==> config.mk <==
export PLATFORM = sky130hd
export DESIGN_NAME = pattern_transmitter
export DESIGN_NICKNAME = d
export VERILOG_FILES = /design/src/rtl/pattern_transmitter_pkg.sv /design/src/rtl/ptx_shift_reg.sv /design/src/rtl/pattern_transmitter.sv
export SDC_FILE = /design/constraint.sdc
export NUM_CORES = 1
export LEC_CHECK = 0
export CELL_PAD_IN_SITES_DETAIL_PLACEMENT = 1
export CELL_PAD_IN_SITES_GLOBAL_PLACEMENT = 1
export CORE_ASPECT_RATIO = 0.5
export CORE_MARGIN = 8
export CORE_UTILIZATION = 48
export CTS_BUF_LIST = sky130_fd_sc_hd__clkbuf_4 sky130_fd_sc_hd__clkbuf_8 sky130_fd_sc_hd__clkbuf_16
export DETAILED_ROUTE_END_ITERATION = 12
export PLACE_DENSITY = 0.9
export SYNTH_ARGS = -nofsm -noshare
export SYNTH_HDL_FRONTEND = slang
export SYNTH_SLANG_ARGS = --single-unit
==> constraint.sdc <==
create_clock -name clk -period 4.7 [get_ports clk]
set_input_delay 0.705 -clock clk [delete_from_list [all_inputs] [get_ports clk]]
set_output_delay 0.705 -clock clk [all_outputs]
set_load 0.01 [all_outputs]
==> src/rtl/pattern_transmitter_pkg.sv <==
// Shared definitions for the pattern transmitter: FSM states, length default
// and the seven-segment digit codes used by the display side of the system.
package pattern_transmitter_pkg;

  typedef enum logic [1:0] {
    IDLE   = 2'd0,
    SEND   = 2'd1,
    FINISH = 2'd2
  } ptx_state_e;

  localparam int MAX_LEN_DEFAULT = 24;

  // Segment order {g,f,e,d,c,b,a}, active high.
  localparam logic [6:0] SEG_0     = 7'b011_1111;
  localparam logic [6:0] SEG_1     = 7'b000_0110;
  localparam logic [6:0] SEG_2     = 7'b101_1011;
  localparam logic [6:0] SEG_3     = 7'b100_1111;
  localparam logic [6:0] SEG_4     = 7'b110_0110;
  localparam logic [6:0] SEG_5     = 7'b110_1101;
  localparam logic [6:0] SEG_6     = 7'b111_1101;
  localparam logic [6:0] SEG_7     = 7'b000_0111;
  localparam logic [6:0] SEG_8     = 7'b111_1111;
  localparam logic [6:0] SEG_9     = 7'b110_1111;
  localparam logic [6:0] SEG_BLANK = 7'b000_0000;

  function automatic logic [6:0] seg_code(input logic [3:0] digit);
    case (digit)
      4'd0:    return SEG_0;
      4'd1:    return SEG_1;
      4'd2:    return SEG_2;
      4'd3:    return SEG_3;
      4'd4:    return SEG_4;
      4'd5:    return SEG_5;
      4'd6:    return SEG_6;
      4'd7:    return SEG_7;
      4'd8:    return SEG_8;
      4'd9:    return SEG_9;
      default: return SEG_BLANK;
    endcase
  endfunction

endpackage

==> src/rtl/ptx_shift_reg.sv <==
// Parallel-load, serial-out shift register; MSB leaves first, holds when idle.
module ptx_shift_reg #(
  parameter int WIDTH = 24
) (
  input  logic             clk,
  input  logic             rst,
  input  logic             load,
  input  logic             shift_en,
  input  logic [WIDTH-1:0] load_data,
  output logic             msb
);

  logic [WIDTH-1:0] data_q;

  // NOTE: sequential state uses non-blocking assignments so every register
  // samples pre-edge values regardless of process evaluation order.
  always_ff @(posedge clk or negedge rst) begin
    if (!rst) begin
      data_q <= '0;
    end else if (load) begin
      data_q <= load_data;
    end else if (shift_en) begin
      data_q <= {data_q[WIDTH-2:0], 1'b0};
    end
  end

  assign msb = data_q[WIDTH-1];

endmodule

==> src/rtl/pattern_transmitter.sv <==
// Serial pattern transmitter: captures a pattern/length pair and shifts it out
// MSB-first, optionally repeating the captured frame, counting finished frames.
module pattern_transmitter
  import pattern_transmitter_pkg::*;
#(
  parameter int MAX_LEN = MAX_LEN_DEFAULT,
  parameter int LEN_W   = 5
) (
  input  logic               clk,
  input  logic               rst,
  input  logic               ena,
  input  logic               start,
  input  logic               repeat_mode,
  input  logic [MAX_LEN-1:0] pattern,
  input  logic [LEN_W-1:0]   length,
  output logic               sig_out,
  output logic               busy,
  output logic               done,
  output logic [7:0]         frame_count
);

  localparam logic [LEN_W-1:0] MAX_LEN_L = LEN_W'(MAX_LEN);

  ptx_state_e         state_q, state_d;
  logic [LEN_W-1:0]   eff_len;
  logic [MAX_LEN-1:0] aligned;
  logic [MAX_LEN-1:0] cap_data_q;
  logic [LEN_W-1:0]   cap_len_q;
  logic [LEN_W-1:0]   bit_cnt_q;
  logic [MAX_LEN-1:0] load_data;
  logic [LEN_W-1:0]   load_len;
  logic               load;
  logic               shift_en;
  logic               frame_end;
  logic               sr_msb;

  // Left-align the live pattern so pattern[len-1] sits at the register MSB.
  assign eff_len = (length == '0 || length > MAX_LEN_L) ? MAX_LEN_L : length;
  assign aligned = pattern << (MAX_LEN_L - eff_len);

  // NOTE: every signal written here gets a default first, so no path through
  // the case can leave one unassigned and infer a latch.
  always_comb begin
    state_d   = state_q;
    load      = 1'b0;
    shift_en  = 1'b0;
    load_data = aligned;
    load_len  = eff_len;
    frame_end = 1'b0;
    case (state_q)
      IDLE: begin
        if (start) begin
          load    = 1'b1;
          state_d = SEND;
        end
      end
      SEND: begin
        if (ena) begin
          shift_en = 1'b1;
          if (bit_cnt_q == LEN_W'(1)) begin
            frame_end = 1'b1;
            state_d   = FINISH;
          end
        end
      end
      FINISH: begin
        // Leaves unconditionally so done stays a single-cycle pulse.
        if (repeat_mode) begin
          load      = 1'b1;
          load_data = cap_data_q;
          load_len  = cap_len_q;
          state_d   = SEND;
        end else begin
          state_d = IDLE;
        end
      end
      default: state_d = IDLE;
    endcase
  end

  always_ff @(posedge clk or negedge rst) begin
    if (!rst) begin
      state_q     <= IDLE;
      cap_data_q  <= '0;
      cap_len_q   <= '0;
      bit_cnt_q   <= '0;
      done        <= 1'b0;
      frame_count <= 8'd0;
    end else begin
      state_q <= state_d;
      done    <= frame_end;
      if (state_q == IDLE && start) begin
        cap_data_q <= aligned;
        cap_len_q  <= eff_len;
      end
      if (load) begin
        bit_cnt_q <= load_len;
      end else if (shift_en) begin
        bit_cnt_q <= bit_cnt_q - LEN_W'(1);
      end
      if (frame_end) begin
        frame_count <= frame_count + 8'd1;
      end
    end
  end

  ptx_shift_reg #(
    .WIDTH(MAX_LEN)
  ) u_shift_reg (
    .clk      (clk),
    .rst      (rst),
    .load     (load),
    .shift_en (shift_en),
    .load_data(load_data),
    .msb      (sr_msb)
  );

  assign busy    = (state_q == SEND);
  assign sig_out = busy & sr_msb;

endmodule

==> flow_summary_export.csv <==
group,metric,value,unit
yosys,syn_nets,528,
timing,timing.fmax,260.8,MHz
pwr,p_per_area,510.6,mW/mm^2
worst_hold_path,min_path_cells,1,
floorplan,rows,24,
timing,finalHoldViolations,0,
worst_setup_path,start_kind,"input pin",
pwr,power_frac_clock,27.1,%
drt,vias_per_cell,6.381,
cts,h-tree-depth,3,
floorplan,core,0.008859,mm^2
pwr,power,2.701,mW
worst_setup_path,worst-endpoint-required,4.92,ns
drt,drt_wl_total,14.71,mm
cts,cts_sinks,69,
worst_hold_path,min_path_type,"flop to flop",
timing,setup_viol,0,
cts,path_clk_slew,0.06,ns
drt,ant_nets,0,
worst_setup_path,path_class,"input pin to flop",
pwr,ir_worst_vdd,0.0002116,V
worst_setup_path,r2r_start,"state_q[0]",
yosys,synth_area_leader_cell,"dfrtp_1",
cts,cts_resized,0,
floorplan,start_util,50.24,%
status,status,"finished, final reports clean",
worst_setup_path,r2r-end,"u_shift_reg.data_q[13]",
timing,tightest_slew,0.9924,ns
drt,num_vias,4116,
layout,final_util,59.70,%
pwr,p_leak,2.337,nW
timing,finalSetupTns,0,ns
timing,min_period,3.834,ns
yosys,synth_cell_types,57,
grt,grt_pass1_wl,23.94,mm
yosys,synth_cells,490,
floorplan,die-area,0.01280,mm^2
place,gp_congestion,0.8924,
grt,grt_usage,23.11,%
pwr,pwr-share-comb,35.5,%
cts,cts.path.max_buffers,2,
timing,rsz0062_at_grt,"no",
drt,drtPass1Iterations,6,
timing,max_slew_margin,33.84,%
timing,slew_viol_final,0,
pwr,p_int,1.721,mW
drt,wire_per_inst,22.80,um
yosys,synth-warning-count,0,
worst_setup_path,critical_path.max_fanout,30,
grt,antenna_found_initial,0,
cts,cts_tree,"done",
floorplan,die_y,84.09,um
cts,ctsHoldBuffers,0,
grt,grt_pass1_vias,4386,
pwr,pwr-share-seq,37.4,%
yosys,synth_seq_area_share,38.80,%
yosys,synth_top_area_share,38.80,%
place,port_buffers,44,
layout,num-fill-cells,984,
timing,worst_slack,0.8655,ns
layout,diodes,0,
drt,drt_iter0_drc,355,
cts,clk-insertion-delay-late,0.33,ns
worst_setup_path,end_kind,"flop",
layout,drive_gt1_share,10.04,%
floorplan,die_x,152.2,um
drt,drc,0,
place,pre_cts_ws,0.6165,ns
yosys,async_flop_share,100.0,%
pwr,power_switching,979.3,uW
yosys,ys_ff_latch,69,
grt,overflow,0,
place,hpwlAfterDp,10.23,mm
timing,post-route-period-util,81.58,%
timing,fin_skew,0.008527,ns
grt,grt_max_degree,44,
flow_run,maxCapViolCount,0,
yosys,synthFlopType,"dfrtp_1",
pwr,swShare,36.26,%
worst_hold_path,min_to,"frame_count[7]",
cts,clockRootBuffer,"clkbuf_16",
worst_hold_path,hold_start,"frame_count[7]",
floorplan,io_pins,45,
yosys,yosys-top-cells-area,"dfrtp_1 39%, mux2i_1 8.5%, nand2_1 7.3%, nor2_1 4.1%, mux4_2 4.0%",
cts,cts_made_buffers,9,
yosys,postSynthAreaPerCell,9.083,um^2
cts,post_cts_buffers,0,
layout,area_delta_synth_final,18.84,%
yosys,synth_edf_count,0,
worst_setup_path,worst_r2r_path_depth,6,
worst_setup_path,arrival,4.06,ns
yosys,syn-cell-area,0.004451,mm^2
timing,fin_hold_ws,0.4700,ns
layout,nNetsFinal,562,
worst_setup_path,rrSetupSlack,2.04,ns
yosys,yosysMostFrequentCell,"nand2_1",
yosys,synth_common_cells,"87 x nand2_1, 69 x dfrtp_1, 49 x nor2_1",
-- placed cells by master, fill, tap and decap left out, types with 5 or more instances in the layout --
master / count
nand2_1: 87
dfrtp_1: 69
nor2_1: 49
clkdlybuf4s50_1: 43
mux2i_1: 38
o21ai_0: 27
a31oi_1: 18
nand3_1: 14
a21oi_1: 14
mux2_2: 11
nand2b_1: 11
buf_4: 10
inv_1: 9
clkbuf_16: 9
mux4_2: 8
xnor2_1: 6
a21o_1: 6
a22oi_1: 6
o22a_1: 6
and3_1: 5
nand4_1: 5
-- cell type report --
class | count | area, um^2 | share of cell area (%)
repair buffers | 54 | 510.5 | 9.652
flip-flops and latches | 69 | 1727 | 32.65
well taps | 117 | 146.4 | 2.768
clock buffers | 11 | 246.5 | 4.661
inverters | 9 | 33.78 | 0.6388
multi-input cells | 381 | 2552 | 48.26
clock inverters | 4 | 72.57 | 1.372
-- stage by stage --
stage	area [um^2]	std cells
floorplan	4451	490
detailed placement	4970	630
global placement	4970	630
global route	5289	645
finish	5289	645
CTS	5289	645
-- routing by layer --
metal  vias up  share of wire [%]  global-route usage [%]
met3        34                7.4                   5.010
li1       1839                  -                       -
met4         0                1.9                   8.011
met1      2060                 43                   28.96
met5         -                  0                       0
met2       183                 48                   38.84
-- worst max-delay path by stage --
| stage | startpoint | to | depth (start not counted) |
|---|---|---|---|
| after floorplan | length[3] | u_shift_reg.data_q[20] | 11 |
| after global placement | length[4] | u_shift_reg.data_q[3] | 10 |
| after detailed placement | length[4] | u_shift_reg.data_q[9] | 11 |
| after CTS | length[4] | u_shift_reg.data_q[9] | 11 |
| after global routing | length[4] | u_shift_reg.data_q[9] | 11 |
| final | length[4] | u_shift_reg.data_q[9] | 11 |
-- state kept, by name, summed over array words and instances, names as in the netlist --
| name | count |
|---|---|
| state_q | 2 |
| bit_cnt_q | 5 |
| done | 1 |
| cap_data_q | 24 |
| cap_len_q | 5 |
| frame_count | 8 |
| u_shift_reg.data_q | 24 |
-- power by group through the flow --
stage	combinational [mW]	sequential [mW]	clock, mW
5_1_grt	1.05	1.04	0.755
4_1_cts	0.950	1.01	0.738
6_report	0.959	1.01	0.731
2_1_floorplan	0.645	0.952	0
3_5_place_dp	0.915	1.00	0
3_3_place_gp	0.859	0.985	0
-- critical path, cell delays in order --
cell,delay [ns]
clkdlybuf4s50_1,0.65
a21boi_2,0.28
inv_1,0.08
ha_1,0.29
buf_4,0.38
mux2i_1,0.55
inv_1,0.10
mux4_2,0.52
mux2i_1,0.24
o22ai_1,0.12
o21a_1,0.12
-- cells by family after synthesis --
family          synth area share, %
compound gates                17.43
xor+xnor                      1.968
fa+ha+maj                     1.125
buf+inv                       4.020
flops                         38.80
mux                           17.66
simple gates                  19.01
Note: power is estimated with default switching activity, not from simulation.
==> patch (same settings) <==
Remove the register `done`: a continuous assignment takes its place, so the output `done` follows one clock earlier. Comments in the files are not updated.
--- a/src/rtl/pattern_transmitter.sv
+++ b/src/rtl/pattern_transmitter.sv
@@ -85,9 +85,7 @@
       cap_len_q   <= '0;
       bit_cnt_q   <= '0;
-      done        <= 1'b0;
       frame_count <= 8'd0;
     end else begin
       state_q <= state_d;
-      done    <= frame_end;
       if (state_q == IDLE && start) begin
         cap_data_q <= aligned;
@@ -104,4 +102,6 @@
     end
   end
+
+  assign done = frame_end;
 
   ptx_shift_reg #(
Behaviour: not the same (a bounded check fails within 4 cycles, from zero or initial values and one cycle with rst low).
==> patch against the original RTL <==
- via count down 0.41%
- setup slack better by 0.053 ns
- total power down 3.9%
- count of clock-buffer cells in the layout unchanged
- wire length down 5.1%
- first-iteration DRC count down 10%
- critical path depth unchanged
- sequential cell count down 1
- area after synthesis down 0.56%
- clock skew down 0.0036 ns
- maximum frequency up 1.4%
- cell area down 0.97%
- hold slack better by 0.0078 ns
- critical endpoint unchanged
- largest cell class unchanged
==> patch: results (changes against the original RTL) <==
global_routing:
  grt_pass1_wl_mm: 22.9  # -4.2%
  first_global_vias: 4294  # -2.1%
  grt.total_usage: 0.225  # -0.00659
  grt_max_degree: 37  # -16%
placement:
  hpwl_mm: 9.71  # -5.1%
  dp_slack_ns: 0.677  # +0.0605 ns
  placed_cell_area_um2: 4940  # -0.50%
sta:
  relSlewSlack: 0.407  # +0.0687
  fin_skew_ns: 0.00490  # -0.00362 ns
power:
  vdd_drop_max_uv: 190  # -10%
  clkPwrFrac: 0.257  # -0.014
  switching_power_uw: 946  # -3.4%
  p_leak_uw: 0.00231  # -0.98%
  p_comb_uw: 935  # -2.5%
run_status:
  run_status: "finished, final reports clean"
logic_synthesis:
  synth_common_cells: "87 x nand2_1, 68 x dfrtp_1, 49 x nor2_1, 38 x mux2i_1, 27 x o21ai_0"
  synth_xor_area_frac: 0.0198  # +0.000111
  synthMuxAreaShare: 0.178  # +0.000998
  synth_fa_ha_area_frac: 0.0113  # +0.0000636
  synth-compound-area-share: 0.175  # +0.000986
detailed_routing:
  drtIter0Drc: 319  # -10%
  firstDrtPassIters: 5  # -1
  wl_per_cell_um: 21.6  # -5.1%
  vias: 4099  # -0.41%
finish:
  n_fill_cell: 1017  # +3.4%
  nets: 561  # -0.18%
  drive_gt1_frac: 0.102  # +0.00189
==> patch: final timing paths <==
check	cells past startpoint	slack [ns]	to
setup / recovery	11	0.92	u_shift_reg.data_q[9]
hold / removal	2	0.48	cap_len_q[3]
setup reg to reg	6	2.10	u_shift_reg.data_q[15]
hold reg to reg	2	0.48	cap_len_q[3]
max in group asynchronous	2	3.21	cap_len_q[2]
min in group asynchronous	1	0.50	u_shift_reg.data_q[23]
==> patch: metal layers <==
layer | up-vias | share of wire | GRT usage | routed length (um)
li1 | 1844 | - | - | -
met1 | 2054 | 0.45 | 0.298 | 6230
met2 | 175 | 0.46 | 0.352 | 6470
met3 | 26 | 0.072 | 0.0552 | 1000
met4 | 0 | 0.018 | 0.0689 | 255
met5 | - | 0 | 0 | 0
==> patch: area by class of cell <==
class,instances,share of cell area
Timing Repair Buffer,54,0.0975
Multi-Input combinational cell,381,0.487
Clock buffer,11,0.0459
Sequential cell,68,0.325
Clock inverter,5,0.0100
Inverter,9,0.00645
Tap cell,117,0.0280
==> patch: metrics by stage <==
stage | util | instances
after floorplan | - | 489
after global placement | 0.560 | 629
after detailed placement | 0.560 | 629
after CTS | 0.593 | 645
after global routing | 0.593 | 645
final | 0.593 | 645
==> patch: critical path: cells and delay by family <==
| kind | cells | cell delay (ns) |
|---|---|---|
| muxes | 3 | 1.30 |
| AOI/OAI and AO/OA | 3 | 0.53 |
| adders and majority gates | 1 | 0.27 |
| buffers and inverters | 4 | 1.18 |
==> patch: kinds of logic (layout without fill, tap and decap cells) <==
logic type / Yosys count / count (layout)
muxes: 61 / 61
xor gates and xnor gates: 10 / 10
and+or+nand+nor: 192 / 192
AOI/OAI and AO/OA: 114 / 114
buffers and inverters: 40 / 79
DFF: 68 / 68
adders and majority gates: 4 / 4
